[src/rtl/led_pattern_sequencer.sv]
// led_pattern_sequencer
// Drives four board LEDs through one of four blink patterns. A single
// prescaler produces the tick that paces both the pattern steps and the
// button debouncer. A two-state FSM gates everything on the clock manager's
// lock signal (enable). The current FSM state is exposed on fsm_state
// (0 = IDLE, 1 = RUN).
//
// Pattern encoding on mode: 0 BLINK, 1 CHASE, 2 BINARY, 3 BOUNCE.
// There is no valid/ready traffic on this block: every input is a level,
// and every output is a registered level or a one-cycle pulse (tick).

module led_pattern_sequencer #(
    parameter int TICK_DIV       = 320000,
    parameter int TICK_BITS      = 19,
    parameter int STEP_TICKS     = 10,
    parameter int DEBOUNCE_TICKS = 4
) (
    input  logic       clk,
    input  logic       rst,
    input  logic       enable,
    input  logic       btn,
    output logic       tick,
    output logic [1:0] mode,
    output logic [3:0] led,
    output logic       fsm_state
);

    // Last value of each counter before it wraps or fires.
    localparam logic [TICK_BITS-1:0] PRESC_LAST = TICK_BITS'(TICK_DIV - 1);
    localparam logic [7:0]           STEP_LAST  = 8'(STEP_TICKS - 1);
    localparam logic [3:0]           DEB_LAST   = 4'(DEBOUNCE_TICKS - 1);

    typedef enum logic {
        IDLE = 1'b0,
        RUN  = 1'b1
    } state_t;

    state_t state;
    state_t state_next;

    // Synchronizer for the asynchronous button input.
    logic btn_meta;
    logic btn_sync;

    // Registered datapath state and its next values.
    logic [TICK_BITS-1:0] presc;
    logic [TICK_BITS-1:0] presc_next;
    logic [7:0]           step_cnt;
    logic [7:0]           step_cnt_next;
    logic [3:0]           deb_cnt;
    logic [3:0]           deb_cnt_next;
    logic                 btn_stable;
    logic                 btn_stable_next;
    logic                 dir_up;
    logic                 dir_up_next;
    logic                 tick_next;
    logic [1:0]           mode_next;
    logic [3:0]           led_next;

    // Per-cycle events derived in the next-state logic.
    logic                 press;
    logic                 step_due;
    logic [1:0]           mode_inc;

    assign mode_inc  = mode + 2'd1;
    assign fsm_state = (state == RUN);

    // Starting LED pattern for each mode.
    function automatic logic [3:0] init_pattern(input logic [1:0] m);
        logic [3:0] p;
        case (m)
            2'd0:    p = 4'b1111;
            2'd1:    p = 4'b0001;
            2'd2:    p = 4'b0000;
            default: p = 4'b0001;
        endcase
        return p;
    endfunction

    // Two-flop synchronizer; runs in every state so it is already settled
    // when the FSM enters RUN.
    always_ff @(posedge clk or posedge rst) begin
        if (rst) begin
            btn_meta <= 1'b0;
            btn_sync <= 1'b0;
        end else begin
            btn_meta <= btn;
            btn_sync <= btn_meta;
        end
    end

    // FSM state register.
    always_ff @(posedge clk or posedge rst) begin
        if (rst) begin
            state <= IDLE;
        end else begin
            state <= state_next;
        end
    end

    // Next-state, counter, debounce and pattern logic.
    always_comb begin
        state_next      = state;
        presc_next      = presc;
        step_cnt_next   = step_cnt;
        deb_cnt_next    = deb_cnt;
        btn_stable_next = btn_stable;
        dir_up_next     = dir_up;
        tick_next       = 1'b0;
        mode_next       = mode;
        led_next        = led;
        press           = 1'b0;
        step_due        = 1'b0;

        case (state)
            IDLE: begin
                // Counters parked at zero, LEDs dark, button ignored.
                presc_next    = '0;
                step_cnt_next = '0;
                deb_cnt_next  = '0;
                led_next      = 4'b0000;
                if (enable) begin
                    state_next  = RUN;
                    led_next    = init_pattern(mode);
                    dir_up_next = 1'b1;
                end
            end

            RUN: begin
                if (!enable) begin
                    // Lock lost: go dark on this edge, keep mode and the
                    // debounced level, drop any partial debounce count.
                    state_next    = IDLE;
                    presc_next    = '0;
                    step_cnt_next = '0;
                    deb_cnt_next  = '0;
                    led_next      = 4'b0000;
                end else begin
                    presc_next = (presc == PRESC_LAST) ? '0 : presc + 1'b1;
                    tick_next  = (presc == PRESC_LAST);

                    if (tick) begin
                        // Debounce: the synced level must disagree with the
                        // stable level on DEBOUNCE_TICKS consecutive ticks.
                        if (btn_sync != btn_stable) begin
                            if (deb_cnt == DEB_LAST) begin
                                btn_stable_next = btn_sync;
                                deb_cnt_next    = '0;
                                press           = btn_sync;
                            end else begin
                                deb_cnt_next = deb_cnt + 4'd1;
                            end
                        end else begin
                            deb_cnt_next = '0;
                        end

                        // Step pacing.
                        if (step_cnt == STEP_LAST) begin
                            step_cnt_next = '0;
                            step_due      = 1'b1;
                        end else begin
                            step_cnt_next = step_cnt + 8'd1;
                        end
                    end

                    if (press) begin
                        // A press overrides a coincident step: the new mode
                        // starts from its initial pattern with a fresh step
                        // count. The prescaler keeps its phase.
                        mode_next     = mode_inc;
                        step_cnt_next = '0;
                        led_next      = init_pattern(mode_inc);
                        dir_up_next   = 1'b1;
                    end else if (step_due) begin
                        case (mode)
                            2'd0: led_next = ~led;
                            2'd1: led_next = {led[2:0], led[3]};
                            2'd2: led_next = led + 4'd1;
                            default: begin
                                // Bounce turns around at either end.
                                if (dir_up) begin
                                    if (led == 4'b1000) begin
                                        led_next    = 4'b0100;
                                        dir_up_next = 1'b0;
                                    end else begin
                                        led_next = {led[2:0], 1'b0};
                                    end
                                end else begin
                                    if (led == 4'b0001) begin
                                        led_next    = 4'b0010;
                                        dir_up_next = 1'b1;
                                    end else begin
                                        led_next = {1'b0, led[3:1]};
                                    end
                                end
                            end
                        endcase
                    end
                end
            end

            default: begin
                state_next = IDLE;
            end
        endcase
    end

    // Datapath and output registers.
    always_ff @(posedge clk or posedge rst) begin
        if (rst) begin
            presc      <= '0;
            step_cnt   <= '0;
            deb_cnt    <= '0;
            btn_stable <= 1'b0;
            dir_up     <= 1'b1;
            tick       <= 1'b0;
            mode       <= 2'd0;
            led        <= 4'b0000;
        end else begin
            presc      <= presc_next;
            step_cnt   <= step_cnt_next;
            deb_cnt    <= deb_cnt_next;
            btn_stable <= btn_stable_next;
            dir_up     <= dir_up_next;
            tick       <= tick_next;
            mode       <= mode_next;
            led        <= led_next;
        end
    end

endmodule

[config.mk]
export PLATFORM = sky130hd
export DESIGN_NAME = led_pattern_sequencer
export DESIGN_NICKNAME = d
export VERILOG_FILES = /design/src/rtl/led_pattern_sequencer.sv
export SDC_FILE = /design/constraint.sdc
export NUM_CORES = 1
export LEC_CHECK = 0
export BUFFER_PORTS_ARGS = -buffer_cell sky130_fd_sc_hd__buf_4
export CAP_MARGIN = 25
export CORE_AREA = 5 5 105 107
export DETAILED_ROUTE_END_ITERATION = 6
export DIE_AREA = 0 0 110 112
export HOLD_SLACK_MARGIN = 0.1
export PLACE_DENSITY_LB_ADDON = 0.25
export SYNTH_ARGS = -nofsm -noshare
export SYNTH_HDL_FRONTEND = slang
export SYNTH_SLANG_ARGS = --single-unit
[constraint.sdc]
create_clock -name clk -period 5.6 [get_ports clk]
set_input_delay 0 -clock clk [delete_from_list [all_inputs] [get_ports clk]]
set_output_delay 0 -clock clk [all_outputs]
set_load 0.05 [all_outputs]
Word level (Yosys, flattened, before mapping)
Index checks and enable logic that the tools add are counted.
- bits in registers: 43
- word-level logic and storage cells: 85
- input bits: 4
- output and inout bits: 8
- add/subtract/negate cells: 5
- bitwise gates (word level): 2
- equality and inequality tests: 16
- muxes and demuxes: 45
- reduce and logical (&&, ||, !) cells: 6
- operator list (kind ; count):
    $mux 4 ; 10
    $mux 19 ; 2
    $pmux 19 s2 ; 1
    $mux 8 ; 4
    $pmux 4 s2 ; 4
    $mux 1 ; 20
    $add 19x1->19 const B ; 1
    $eq 19x19->1 const B ; 1
    $pmux 8 s2 ; 1
    $pmux 4 s3 ; 1
    $add 4x1->4 const B ; 2
    $add 8x1->8 const B ; 1
    $eq 8x4->1 const B ; 1
    $reduce_and 5->1 ; 1
    $eq 2x2->1 const B ; 2
    $eq 4x1->1 const B ; 1
    $eq 4x2->1 const B ; 1
    $eq 4x4->1 const B ; 1
    $logic_not 2->1 ; 2
    $ne 2x2->1 const B ; 2
    $ne 4x2->1 const B ; 1
    $ne 4x3->1 const B ; 1
    $not 4->4 ; 1
    $reduce_and 4->1 ; 1
    other kinds (11) ; 11

Depth between registers and ports, before layout
- depth after elaboration: 9
- gate-level depth with buffers: 8
- gate-level depth less buffers: 7

Least setup slack after synthesis
No wires, ideal clock.
- path kind: flip-flop to flip-flop
- from: register mode[0]
- to: register led[3]
- data arrival time: 1943 ps
- buffers on the path: 0
- clock period less this slack: 2069 ps
- library setup time: 126 ps
- path slack: 3531 ps
- data required time: 5474 ps
- stages on the path, launching flop included: 7
- path through: dfrtp_1 > inv_1 > ha_1 > a221o_1 > a21oi_1 > o31ai_1 > a221o_1
- word-level cells in the longest chain between the ends: 6
- elaborated cells on any way between the ends: 14
- those cells by class: add/sub (1); eq/ne (3); mux (8); reduce/logical (2)
- RTL lines (item ; RTL line ; source):
    from (decl) ; 23 ; output logic [1:0] mode,
    from (signal assigned) ; 226 ; mode <= mode_next;
    $add 2x1->2 (*) ; 65 ; assign mode_inc = mode + 2'd1;
    net mode_inc[0] ; 63 ; logic [1:0] mode_inc;
    $eq 2x2->1 / $logic_not 2->1 (equally long branches) ; 71 ; case (m)
    $pmux 4 s2 (*) ; 71 ;
    $mux 4 (*) ; 166 ; if (press) begin
    $mux 4 (*) ; 130 ; if (!enable) begin
    $pmux 4 s2 (*) ; 115 ; case (state)
    to (signal assigned) ; 227 ; led <= led_next;
    to (decl) ; 24 ; output logic [3:0] led,
Mark *: on every way through the listed nets, which the timed path passes. The rest lies on a longest branch. The select of a mux whose other input is x is not followed.
A chain may end at the register's enable or synchronous reset.

Worst setup path in the final report
- from: register deb_cnt[0]
- to: register led[2]
- word-level cells in the longest chain between the ends: 9
- elaborated cells on any way between the ends: 10
- those cells by class: eq/ne (2); mux (8)
- RTL lines (item ; RTL line ; source):
    from (decl) ; 50 ; logic [3:0] deb_cnt;
    from (signal assigned) ; 222 ; deb_cnt <= deb_cnt_next;
    $eq 4x2->1 (*) ; 146 ; if (deb_cnt == DEB_LAST) begin
    $mux 1 (*) ; 146 ;
    $mux 1 (*) ; 145 ; if (btn_sync != btn_stable) begin
    $mux 1 (*) ; 142 ; if (tick) begin
    $mux 1 (*) ; 130 ;
    $mux 1 (*) ; 115 ;
    $mux 4 ; 166 ;
    $mux 4 ; 130 ;
    $pmux 4 s2 ; 115 ;
Mark *: on every way between the ends. The rest lies on a longest branch, timed or not. The select of a mux whose other input is x is not followed.

==> metrics.txt <==
total gr overflow 0; post-CTS resize count 0; vias 1828; CTS sink cnt 43; LEAKAGE around 0.0011 uW; CTS buffer count 5; met3 WL roughly 220 um; distinct cell type count after synthesis 53; Setup Skew 0.00579 ns; startpoint types flop; Worst VDD drop 84.6 uV; fmax around 450 MHz; total die area 12300 sq um; Clock Power Share between 30% and 40%; Iter 0 DRT Violations between 60 and 70; Core Region roughly 10000 sq um; Final HPWL DP 3470 um; Net Sw Frac approximately a quarter; post-synthesis sequential area ratio between 40 and 50%; Post-Syn Instances around 250; part of the cycle the worst path needs about two fifths; Internal Power roughly 440 uW; largest net degree at the start of global routing 44; Cells after DPL 391; Post-Syn Area per Cell between 9 and 10 sq um; synth-to-layout area growth 13.6%; first-pass GRT wire length roughly 8700 um; initial antenna violation count 0; status complete, no violations; setup TNS 0 ns; Hold WC Path Type flop to flop; max-cap violation count 0; met2 WL 2210 um; Post-synth top flop dfrtp_1; CTS root buf clkbuf_8; clk_lat worst skew 0.29 ns; TritonRoute pass-1 iters 4; Max clock buf depth 2; CTS clk-pin slew, worst paths 0.08 ns; drt wl/cell between 10 and 15 um; worst-path maximum fanout 11; hold path start btn_meta$_DFF_PP0_; Comb pwr share 10.9%; FFs w/ async S/R, synth between 90% and 100%; num rows 37; Critical Path Source deb_cnt[0]$_DFFE_PP0P_; synth top area cells dfrtp_1 43%, ha_1 7.2%, xor2_1 5.4%; htree depth 2; pwr dens 217 nW/um^2; Final min period ~2.2 ns; RR Startpoint deb_cnt[0]$_DFFE_PP0P_; Crit. End Element flop; relative slew slack a little under three fifths; Post-Route WL 5020 um; Arr. time, crit path between 2 and 2.5 ns; Synth warnings 0; EDFF count, synth 0; Syn Nets 270; sw power roughly 160 uW; Antenna diodes 0; CTS tree built; post-synth top area share between 40 and 50%; total power about 600 uW; initial core utilization around 24%; DRC violations left 0; post-route ant nets 0; share of cells above drive strength 1 a little over a tenth; WL met1 about 2600 um; RSZ-0062 raised after global routing false; crit path kind flop to flop; RD Place Congestion 0.771; Final Hold Viols 0; Critical Path RT just under 6 ns; post-synth top area cell dfrtp_1; Final #Nets 283; vias per cell approximately 4.5; sequential share of power between 50% and 60%; io pins 12; Final setup viols 0; Die H 112 um; Worst-Margin Slew approximately 0.64 ns; Top Metal Used met4; Syn Std Cell Area approximately 2400 sq um; Final Instance Count excl. Fillers about 400; GRT Total Usage 8.60%; Final Max Slew Viols 0; vias in the first global route 1800; register bit total from synthesis 43; port bufs 11; Die X 110 um
final timing paths:
path / to / slack (ns) / cells after the start
hold reg to reg: btn_sync$_DFF_PP0_ / 0.36 / 0
setup / recovery: led[2]$_DFFE_PP0P_ / 3.40 / 6
min in group asynchronous: presc[13]$_DFF_PP0_ / 0.40 / 4
max in group asynchronous: dir_up$_DFFE_PP1P_ / 4.81 / 4
setup reg to reg: led[2]$_DFFE_PP0P_ / 3.40 / 6
hold / removal: btn_sync$_DFF_PP0_ / 0.36 / 0
layer usage:
layer  up-vias  track usage (%)
met5         -                0
met4         0             1.91
met3         5             2.43
met2        35             12.3
met1       880             12.8
li1        908                -
per-stage QoR:
stage | worst slack [ns] | utilization [%] | area [sq um] | hold WS (ns)
2_1_floorplan | 3.53 | - | 2440 | 0.0314
3_3_place_gp | 3.39 | 26.4 | 2650 | 0.119
3_5_place_dp | 3.40 | 26.4 | 2650 | 0.116
4_1_cts | 3.38 | 27.6 | 2770 | 0.351
5_1_grt | 3.23 | 27.6 | 2770 | 0.347
6_report | 3.40 | 27.6 | 2770 | 0.358
placed cells by master, fill, tap and decap left out, types with 8 or more instances in the layout:
master / netlist / layout
o21ai_0: 8 / 8
nand4_1: 9 / 9
xor2_1: 15 / 15
nor2_1: 34 / 34
nand3_1: 10 / 10
ha_1: 14 / 14
inv_1: 11 / 10
a21oi_1: 12 / 12
dfrtp_1: 42 / 42
xnor2_1: 10 / 10
buf_4: 1 / 12
nand2_1: 18 / 18
cells by family (layout without fill, tap and decap cells):
family | after synthesis | count (layout) | share of synthesized area (%)
muxes | 5 | 5 | 2.20
adders and majority gates | 14 | 14 | 7.18
buffers and inverters | 20 | 34 | 3.69
and+or+nand+nor | 104 | 104 | 22.7
xor gates and xnor gates | 25 | 25 | 8.97
DFF | 43 | 43 | 44.1
AOI/OAI and AO/OA | 41 | 41 | 11.2
timing repair:
item                      CTS  global route
setup buffers               0             0
hold endpoints to repair   46             0
hold buffers                3             0
area by class of cell:
cell class / instances / area, sq um
Clock inverter: 1 / 5.00
Timing Repair Buffer: 15 / 120
Fill cell: 1083 / 7270
Tap cell: 136 / 170
Clock buffer: 7 / 86.3
Sequential cell: 43 / 1080
Inverter: 11 / 41.3
Multi-Input combinational cell: 189 / 1270
cells in the mapped netlist (all sizes together) (3+ instances only):
| master | instances |
|---|---|
| nand3 | 10 |
| nor4 | 3 |
| nor3 | 5 |
| nand2 | 18 |
| a21oi | 13 |
| a221o | 4 |
| ha | 14 |
| inv | 11 |
| and3 | 4 |
| nor2 | 34 |
| or3 | 4 |
| a31oi | 3 |
| buf | 7 |
| o21ai | 8 |
| xor2 | 15 |
| nand4 | 9 |
| dfrtp | 42 |
| mux2 | 3 |
| xnor2 | 10 |
critical path, stage by stage, from the launching register on:
cell	delay, ns
dfrtp_1	0.39
ha_1	0.22
nor4bb_4	0.34
and3b_1	0.45
or3_1	0.38
o221ai_1	0.17
a31oi_1	0.17
flip-flops by register name (all words and copies together) (netlist names):
signal	cells
presc	19
btn_meta	1
deb_cnt	4
fsm_state	1
btn_stable	1
dir_up	1
tick	1
btn_sync	1
led	4
step_cnt	8
mode	2
power by group through the flow:
| stage | Combinational [uW] | Sequential, uW | Clock, uW |
|---|---|---|---|
| floorplan | 40.5 | 341 | 0 |
| global placement | 64.6 | 336 | 0 |
| detailed placement | 64.5 | 336 | 0 |
| CTS | 66.4 | 330 | 218 |
| global route | 73.2 | 332 | 235 |
| finish | 65.6 | 330 | 206 |
Note: power is estimated with default switching activity, not from simulation.
